--- config.mk ---
export PLATFORM = sky130hd
export DESIGN_NAME = regfile_wb_arbiter_flat
export DESIGN_NICKNAME = d
export VERILOG_FILES = /design/src/rtl/regfile_wb_arbiter_pkg.sv /design/src/rtl/regfile_wb_arbiter_if.sv /design/src/rtl/regfile_wb_arbiter_scoreboard.sv /design/src/rtl/regfile_wb_arbiter.sv /design/src/flat_wrapper.sv
export SDC_FILE = /design/constraint.sdc
export NUM_CORES = 1
export LEC_CHECK = 0
export ABC_AREA = 1
export CORE_MARGIN = 4
export CORE_UTILIZATION = 39
export DETAILED_ROUTE_END_ITERATION = 7
export PLACE_DENSITY = 0.87
export SYNTH_ARGS = -nofsm -noshare
export SYNTH_HDL_FRONTEND = slang
export SYNTH_HIERARCHICAL = 1
export SYNTH_SLANG_ARGS = --single-unit
--- constraint.sdc ---
create_clock -name clk -period 5.5 [get_ports clk]
set_input_delay 1.65 -clock clk [delete_from_list [all_inputs] [get_ports clk]]
set_output_delay 1.65 -clock clk [all_outputs]
set_load 0.03 [all_outputs]
--- src/rtl/regfile_wb_arbiter_pkg.sv ---
// rtl/regfile_wb_arbiter_pkg.sv - shared constants, types and FSM states for the writeback arbiter
// Optional scoreboard is enabled by REGFILE_WB_ARB_SCOREBOARD_EN.
package regfile_pkg;

  localparam int DATA_W = 64;
  localparam int ADDR_W = 5;
  localparam int NREG   = 32;

  typedef logic [ADDR_W-1:0] reg_addr_t;
  typedef logic [DATA_W-1:0] reg_data_t;

  localparam reg_addr_t ZERO_REG = reg_addr_t'(31);

  typedef enum logic {
    ARB,
    FORCE
  } arb_state_t;

endpackage

--- src/rtl/regfile_wb_arbiter_if.sv ---
// rtl/regfile_wb_arbiter_if.sv - writeback sources, hazard lookup and regfile write port bundle
// master drives requests and lookups; slave is the arbiter.
interface regfile_wb_arbiter_if;
  import regfile_pkg::*;

  logic      wb_valid;
  reg_addr_t wb_addr;
  reg_data_t wb_data;
  logic      mc_valid;
  reg_addr_t mc_addr;
  reg_data_t mc_data;
  logic      mc_ready;
  logic      issue_valid;
  reg_addr_t issue_addr;
  reg_addr_t ra1;
  reg_addr_t ra2;
  logic      busy1;
  logic      busy2;
  logic      stall_pipe;
  logic      we3;
  reg_addr_t wa3;
  reg_data_t wd3;

  modport master (
    output wb_valid, wb_addr, wb_data,
    output mc_valid, mc_addr, mc_data,
    output issue_valid, issue_addr, ra1, ra2,
    input  mc_ready, busy1, busy2, stall_pipe, we3, wa3, wd3
  );

  modport slave (
    input  wb_valid, wb_addr, wb_data,
    input  mc_valid, mc_addr, mc_data,
    input  issue_valid, issue_addr, ra1, ra2,
    output mc_ready, busy1, busy2, stall_pipe, we3, wa3, wd3
  );

endinterface

--- src/rtl/regfile_wb_arbiter_scoreboard.sv ---
// rtl/regfile_wb_arbiter_scoreboard.sv - pending-destination vector for long-latency ops
// Only instantiated when REGFILE_WB_ARB_SCOREBOARD_EN is defined.
module regfile_scoreboard
  import regfile_pkg::*;
(
  input  logic      clk,
  input  logic      reset,
  input  logic      set_en,
  input  reg_addr_t set_addr,
  input  logic      clr_en,
  input  reg_addr_t clr_addr,
  input  reg_addr_t ra1,
  input  reg_addr_t ra2,
  output logic      busy1,
  output logic      busy2
);

  logic [NREG-1:0] pending_q;
  logic [NREG-1:0] set_mask;
  logic [NREG-1:0] clr_mask;

  always_comb begin
    set_mask = '0;
    clr_mask = '0;
    if (set_en && (set_addr != ZERO_REG)) set_mask[set_addr] = 1'b1;
    if (clr_en) clr_mask[clr_addr] = 1'b1;
  end

  // Set is applied after clear so a re-issue in the completion cycle stays pending.
  always_ff @(posedge clk or posedge reset) begin
    if (reset) pending_q <= '0;
    else       pending_q <= (pending_q & ~clr_mask) | set_mask;
  end

  assign busy1 = pending_q[ra1];
  assign busy2 = pending_q[ra2];

  a_no_double_issue: assert property (@(posedge clk) disable iff (reset)
    (pending_q & set_mask & ~clr_mask) == '0);

endmodule

--- src/rtl/regfile_wb_arbiter.sv ---
// rtl/regfile_wb_arbiter.sv - regfile write-port arbiter: pipeline WB priority, starvation-forced mc grant
// Pending-destination scoreboard is built only under REGFILE_WB_ARB_SCOREBOARD_EN.
module regfile_wb_arbiter
  import regfile_pkg::*;
#(
  parameter int STARVE_LIMIT = 4
) (
  input logic                clk,
  input logic                reset,
  regfile_wb_arbiter_if.slave bus
);

  localparam int CNT_W = $clog2(STARVE_LIMIT + 1);
  localparam logic [CNT_W-1:0] LIMIT = CNT_W'(STARVE_LIMIT);

  arb_state_t       state_q, state_d;
  logic [CNT_W-1:0] wait_q, wait_d;
  logic             mc_ready;
  logic             stall_pipe;
  logic             grant_wb;
  logic             grant_mc;
  reg_addr_t        wr_addr;
  reg_data_t        wr_data;
  logic             we3_q;
  reg_addr_t        wa3_q;
  reg_data_t        wd3_q;

  always_comb begin
    state_d    = state_q;
    wait_d     = wait_q;
    mc_ready   = 1'b0;
    stall_pipe = 1'b0;
    grant_wb   = 1'b0;
    grant_mc   = 1'b0;
    case (state_q)
      ARB: begin
        mc_ready = !bus.wb_valid;
        grant_wb = bus.wb_valid;
        grant_mc = !bus.wb_valid && bus.mc_valid;
        if (grant_mc)                          wait_d = '0;
        else if (bus.mc_valid && wait_q != LIMIT) wait_d = wait_q + 1'b1;
        // Enter FORCE on the cycle the refusal count reaches the limit.
        if (wait_d == LIMIT) state_d = FORCE;
      end
      FORCE: begin
        stall_pipe = 1'b1;
        mc_ready   = 1'b1;
        grant_mc   = bus.mc_valid;
        wait_d     = '0;
        state_d    = ARB;
      end
      default: state_d = ARB;
    endcase
  end

  assign wr_addr = grant_wb ? bus.wb_addr : bus.mc_addr;
  assign wr_data = grant_wb ? bus.wb_data : bus.mc_data;

  always_ff @(posedge clk or posedge reset) begin
    if (reset) begin
      state_q <= ARB;
      wait_q  <= '0;
      we3_q   <= 1'b0;
      wa3_q   <= '0;
      wd3_q   <= '0;
    end else begin
      state_q <= state_d;
      wait_q  <= wait_d;
      we3_q   <= (grant_wb || grant_mc) && (wr_addr != ZERO_REG);
      if (grant_wb || grant_mc) begin
        wa3_q <= wr_addr;
        wd3_q <= wr_data;
      end
    end
  end

  assign bus.mc_ready   = mc_ready;
  assign bus.stall_pipe = stall_pipe;
  assign bus.we3        = we3_q;
  assign bus.wa3        = wa3_q;
  assign bus.wd3        = wd3_q;

`ifdef REGFILE_WB_ARB_SCOREBOARD_EN
  regfile_scoreboard u_scoreboard (
    .clk      (clk),
    .reset    (reset),
    .set_en   (bus.issue_valid),
    .set_addr (bus.issue_addr),
    .clr_en   (bus.mc_valid && mc_ready),
    .clr_addr (bus.mc_addr),
    .ra1      (bus.ra1),
    .ra2      (bus.ra2),
    .busy1    (bus.busy1),
    .busy2    (bus.busy2)
  );
`else
  logic unused_sb;
  assign unused_sb = ^{bus.issue_valid, bus.issue_addr, bus.ra1, bus.ra2};
  assign bus.busy1 = 1'b0;
  assign bus.busy2 = 1'b0;
`endif

endmodule

--- src/flat_wrapper.sv ---
// flat-port wrapper written by rule: the top's interface ports become plain ports
module regfile_wb_arbiter_flat import regfile_pkg::*;
#(
  parameter int STARVE_LIMIT = 4
)
  (clk, reset, bus_wb_valid, bus_wb_addr, bus_wb_data, bus_mc_valid, bus_mc_addr, bus_mc_data, bus_issue_valid, bus_issue_addr, bus_ra1, bus_ra2, bus_mc_ready, bus_busy1, bus_busy2, bus_stall_pipe, bus_we3, bus_wa3, bus_wd3);
  regfile_wb_arbiter_if bus_i ();
  input logic clk;
  input logic reset;
  input wire logic [$bits(bus_i.wb_valid)-1:0] bus_wb_valid;
  input wire logic [$bits(bus_i.wb_addr)-1:0] bus_wb_addr;
  input wire logic [$bits(bus_i.wb_data)-1:0] bus_wb_data;
  input wire logic [$bits(bus_i.mc_valid)-1:0] bus_mc_valid;
  input wire logic [$bits(bus_i.mc_addr)-1:0] bus_mc_addr;
  input wire logic [$bits(bus_i.mc_data)-1:0] bus_mc_data;
  input wire logic [$bits(bus_i.issue_valid)-1:0] bus_issue_valid;
  input wire logic [$bits(bus_i.issue_addr)-1:0] bus_issue_addr;
  input wire logic [$bits(bus_i.ra1)-1:0] bus_ra1;
  input wire logic [$bits(bus_i.ra2)-1:0] bus_ra2;
  output wire logic [$bits(bus_i.mc_ready)-1:0] bus_mc_ready;
  output wire logic [$bits(bus_i.busy1)-1:0] bus_busy1;
  output wire logic [$bits(bus_i.busy2)-1:0] bus_busy2;
  output wire logic [$bits(bus_i.stall_pipe)-1:0] bus_stall_pipe;
  output wire logic [$bits(bus_i.we3)-1:0] bus_we3;
  output wire logic [$bits(bus_i.wa3)-1:0] bus_wa3;
  output wire logic [$bits(bus_i.wd3)-1:0] bus_wd3;
  assign bus_i.wb_valid = bus_wb_valid;
  assign bus_i.wb_addr = bus_wb_addr;
  assign bus_i.wb_data = bus_wb_data;
  assign bus_i.mc_valid = bus_mc_valid;
  assign bus_i.mc_addr = bus_mc_addr;
  assign bus_i.mc_data = bus_mc_data;
  assign bus_i.issue_valid = bus_issue_valid;
  assign bus_i.issue_addr = bus_issue_addr;
  assign bus_i.ra1 = bus_ra1;
  assign bus_i.ra2 = bus_ra2;
  assign bus_mc_ready = bus_i.mc_ready;
  assign bus_busy1 = bus_i.busy1;
  assign bus_busy2 = bus_i.busy2;
  assign bus_stall_pipe = bus_i.stall_pipe;
  assign bus_we3 = bus_i.we3;
  assign bus_wa3 = bus_i.wa3;
  assign bus_wd3 = bus_i.wd3;
  regfile_wb_arbiter #(.STARVE_LIMIT(STARVE_LIMIT)) u_core (.clk(clk), .reset(reset), .bus(bus_i));
endmodule
# ---- Word level (Yosys, flattened, before mapping)
# Cells that the tools add are included.
dict set report totals {
  regBits 74
  latchBits 0
  ramBits 0
  rom_bits 0
  in_bits 158
  out_inout_bits 74
  word_cells 27
  mem_count 0
}
dict set report op_classes {
  addsub 1
  n_mul 0
  div 0
  order_cmp 0
  n_eq_ne 3
  shifts 0
  n_mux 12
  bitwise 1
  n_reduce_logical 5
}
# op n
set ops {}
lappend ops {{two-way mux 64 bit} 1}
lappend ops {{two-way mux 3 bit} 3}
lappend ops {{case mux 1 bit (2 select lines)} 3}
lappend ops {{case mux 3 bit (2 select lines)} 1}
lappend ops {{two-way mux 5 bit} 1}
lappend ops {{!= test 5 bit (second input constant)} 1}
lappend ops {{adder 3 x 1 -> 3 bit (second input constant)} 1}
lappend ops {{== test 3 bit (second input constant)} 1}
lappend ops {{logical AND 1 bit} 3}
lappend ops {{two-way mux 1 bit} 3}
lappend ops {{!= test 3 bit (second input constant)} 1}
lappend ops {{logical NOT 1 bit} 1}
lappend ops {{logical OR 1 bit} 1}
lappend ops {{NOT 1 bit} 1}

# ---- Logic depth before layout (Yosys ltp)
dict set report depth {
  word_depth 8
  depth_mapped 9
  depth_no_buf 9
}

# ---- Least setup slack after synthesis
# No wires, ideal clock.
dict set report synth_timing {
  kind {input-to-output}
  start {input bus_wb_valid}
  end {output bus_mc_ready}
  arrival_ns 2.021
  required_time_ns 3.850
  slack_ns 1.829
  stages 2
  n_path_buf 1
  path_cell_list {nand2_4 buf_2}
}
dict set report synth_between {
  elab_chain_cells 2
}
# element line_no
set synth_lines {}
lappend synth_lines {{start: declaration} flat_wrapper.sv:10} ;# input wire logic [$bits(bus_i.wb_valid)-1:0] bus_wb_valid;
lappend synth_lines {{logical NOT 1 bit} regfile_wb_arbiter.sv:37} ;# mc_ready = !bus.wb_valid;
lappend synth_lines {{case mux 1 bit (2 select lines)} regfile_wb_arbiter.sv:35} ;# case (state_q)
lappend synth_lines {{end: declaration} flat_wrapper.sv:20} ;# output wire logic [$bits(bus_i.mc_ready)-1:0] bus_mc_ready;
# No other way between the ends.

# ---- Worst setup path after layout
# Same ends and word-level chain as after synthesis.

==> qor.csv <==
stage,metric,value,unit
placed_design,routability cong.,0.8313,
synth,Synth Warn #,6,
synth,library cells used by synthesis,19,
drt,drt drc,0,
synth,synthesized cell area,3472,um^2
clocking,H-Tree Depth,3,
clocking,root buf cell,clkbuf_8,
die,site row count,34,
clocking,# resized after CTS,0,
critical_path,CP required,3.85,ns
timing,max-slew violation count,0,
die,Core Region,8678,um^2
clocking,CTS sink count,74,
die,die width,102.4,um
drt,drt first-iter violations,139,
timing,final worst setup slack,0.8162,ns
synth,post-synthesis average cell area,8.150,um^2
critical_path,Startpoint Class,primary input,
timing,Fin Clk Skew,0.01095,ns
timing,post-layout minimum cycle time,4.684,ns
timing,Least-Margin Pin Slew,1.220,ns
clocking,Num CTS Buffers,9,
synth,synthesized flop and latch total,74,
outcome,status,completed,
drt,WL per Instance,15.75,um
grt,first-pass GRT wire length,17.82,mm
pwr,Final Power,1.832,mW
critical_path,Setup CP Type,in -> out,
grt,GRT overflow,0,
finish,NumNets Final,784,
grt,antenna violations before repair,0,
clocking,TritonCTS clock tree,built,
timing,Rel. slew slack,18.68,%
grt,vias in the first global route,3556,
critical_path,Crit. End Element,primary output,
clocking,worst skew pair latency,0.34,ns
synth,sequential fraction of the synthesis area,53.33,%
finish,layout cell share with drive strength beyond 1,4.134,%
timing,setup TNS,0,ns
drt,drt first pass iters,5,
critical_path,crit-path max FO,6,
drt,via count,3704,
finish,antenna cells,0,
timing,Min Hold Slack,0.4855,ns
critical_path,max incr delay on CP,0.71,ns
grt,pin count of the biggest net entering global routing,73,
synth,Syn Inst Count,426,
die,Starting Density,40.01,%
placed_design,PortBufs,213,
timing,RSZ-0062 raised after global routing,no,
clocking,"Setup Fix Bufs, Post-CTS",0,
clocking,Longest Clk Path Bufs,2,
timing,Final period util,85.16,%
drt,via/cell ratio,5.026,
die,Die Span Y,102.4,um
timing,final hold violations,0,
critical_path,crit path max-delay cell type,clkdlybuf4s50_1,
placed_design,dpl ws,0.8215,ns
die,number of I/O pins,232,
critical_path,worst path cell trace,"clkdlybuf4s50_1, nand2_4, clkdlybuf4s50_1",
die,die footprint,10480,um^2
drt,final wirelength,11.61,mm
critical_path,most frequent CP cell,clkdlybuf4s50_1,
grt,GRT Total Usage,21.78,%
timing,endpoints failing setup,0,
drt,Final ANT Viol Nets,0,
critical_path,crit-path leading delay family,buffers and inverters,
critical_path,WP data arrival,3.03,ns
timing,Max Clk Rate,213.5,MHz
placed_design,dpl hpwl,8.253,mm
min_path,Hold Crit Class,reg -> reg,
pwr,leakage,2.573,nW
finish,Syn-to-layout area delta,65.62,%
critical_path,Buf/Inv on CP,2,
clocking,Clock transition at path regs,0.07,ns
clocking,hold buffer count at cts,0,
pwr,Max VDD drop,0.1708,mV
job,Max Cap Viol,0,
pwr,PwrDens,318.5,nW/um^2
[logic make-up (layout without fill, tap and decap cells)]
group | Yosys count | in the layout | share of synthesized area, %
adder cells (fa/ha/maj) | 2 | 2 | 0.7206
buffers and inverters | 47 | 249 | 7.315
XOR/XNOR | 1 | 1 | 0.2523
flip-flops | 74 | 74 | 53.33
AO/OA/AOI/OAI | 6 | 6 | 0.9369
AND/OR/NAND/NOR | 295 | 295 | 37.33
other | 1 | 2 | 0.1080
[metrics by stage]
stage / cell area (um^2) / util (%) / cells
after global routing: 5751 / 66.26 / 737
after floorplan: 3476 / - / 427
after global placement: 5570 / 64.19 / 721
after CTS: 5751 / 66.26 / 737
after detailed placement: 5570 / 64.19 / 721
final: 5751 / 66.26 / 737
[area by class of cell]
| type | instances | area (um^2) |
|---|---|---|
| fillers | 716 | 2928 |
| repair buffers | 216 | 2150 |
| inverters | 17 | 63.81 |
| well taps | 108 | 135.1 |
| flip-flops and latches | 74 | 1852 |
| clock buffers | 10 | 137.6 |
| multi-input cells | 306 | 1370 |
| clock inverters | 6 | 42.54 |
[state kept, by name (all words and copies together) (netlist names)]
name	flops
u_core/state_q	1
u_core/bus.wa3	5
u_core/bus.we3	1
u_core/wait_q	3
u_core/bus.wd3	64
[placed cells by master, fill, tap and decap left out]
cell,Yosys,final
inv_1,14,13
buf_4,2,3
xor2_1,1,1
clkinvlp_4,0,5
o21ai_1,4,4
o21ai_0,1,1
nand2_1,151,151
clkinv_2,0,1
ha_1,2,2
nor2_1,7,7
dfrtp_1,74,74
conb_1,1,2
clkbuf_8,0,10
buf_2,14,1
nand2_4,2,2
o21a_1,1,1
nand3_1,133,133
nand3b_1,2,2
inv_2,3,4
clkdlybuf4s50_1,0,212
[worst paths after layout]
path,cells past startpoint,end,startpoint,slack (ns)
max in group asynchronous,3,u_core/bus.wd3[47],reset,2.67
setup reg to reg,7,u_core/bus.wd3[27],u_core/state_q,2.93
min in group asynchronous,2,u_core/bus.wd3[53],reset,1.86
setup / recovery,3,bus_mc_ready,bus_wb_valid,0.82
hold / removal,2,u_core/bus.wd3[39],u_core/bus.wd3[39],0.49
hold reg to reg,2,u_core/bus.wd3[39],u_core/bus.wd3[39],0.49
[per-layer routing]
metal | share of wire [%] | global-route usage (%) | up-vias
met3 | 9.6 | 6.826 | 11
met5 | 0 | 0 | -
met1 | 40 | 26.16 | 1736
li1 | - | - | 1779
met2 | 50 | 37.48 | 178
met4 | 1.2 | 6.559 | 0
[Yosys cell counts]
cell type / count / area share (%)
nand2_4: 2 / 0.65
clkbuf_1: 2 / 0.22
dfrtp_1: 74 / 53
xor2_1: 1 / 0.25
nor2_1: 7 / 0.76
nand2_1: 151 / 16
o21a_1: 1 / 0.22
nand3_1: 133 / 19
conb_1: 1 / 0.11
o21ai_1: 4 / 0.58
nand3b_1: 2 / 0.43
inv_2: 3 / 0.32
o21ai_0: 1 / 0.14
buf_2: 14 / 2.0
ha_1: 2 / 0.72
buf_4: 2 / 0.43
buf_6: 7 / 2.3
inv_1: 14 / 1.5
buf_1: 5 / 0.54
[where the power goes]
group / total (mW) / switching, mW / internal, mW
logic: 0.748 / 0.428 / 0.319
registers: 0.705 / 0.0590 / 0.646
clock network: 0.379 / 0.204 / 0.175
total: 1.83 / 0.692 / 1.14
[worst min-delay path, stage by stage, from the launching register on]
cell and delay, ns:
dfrtp_1 0.35, nand2_1 0.05, nand3_1 0.05
Power figures use the tool's default switching activity.
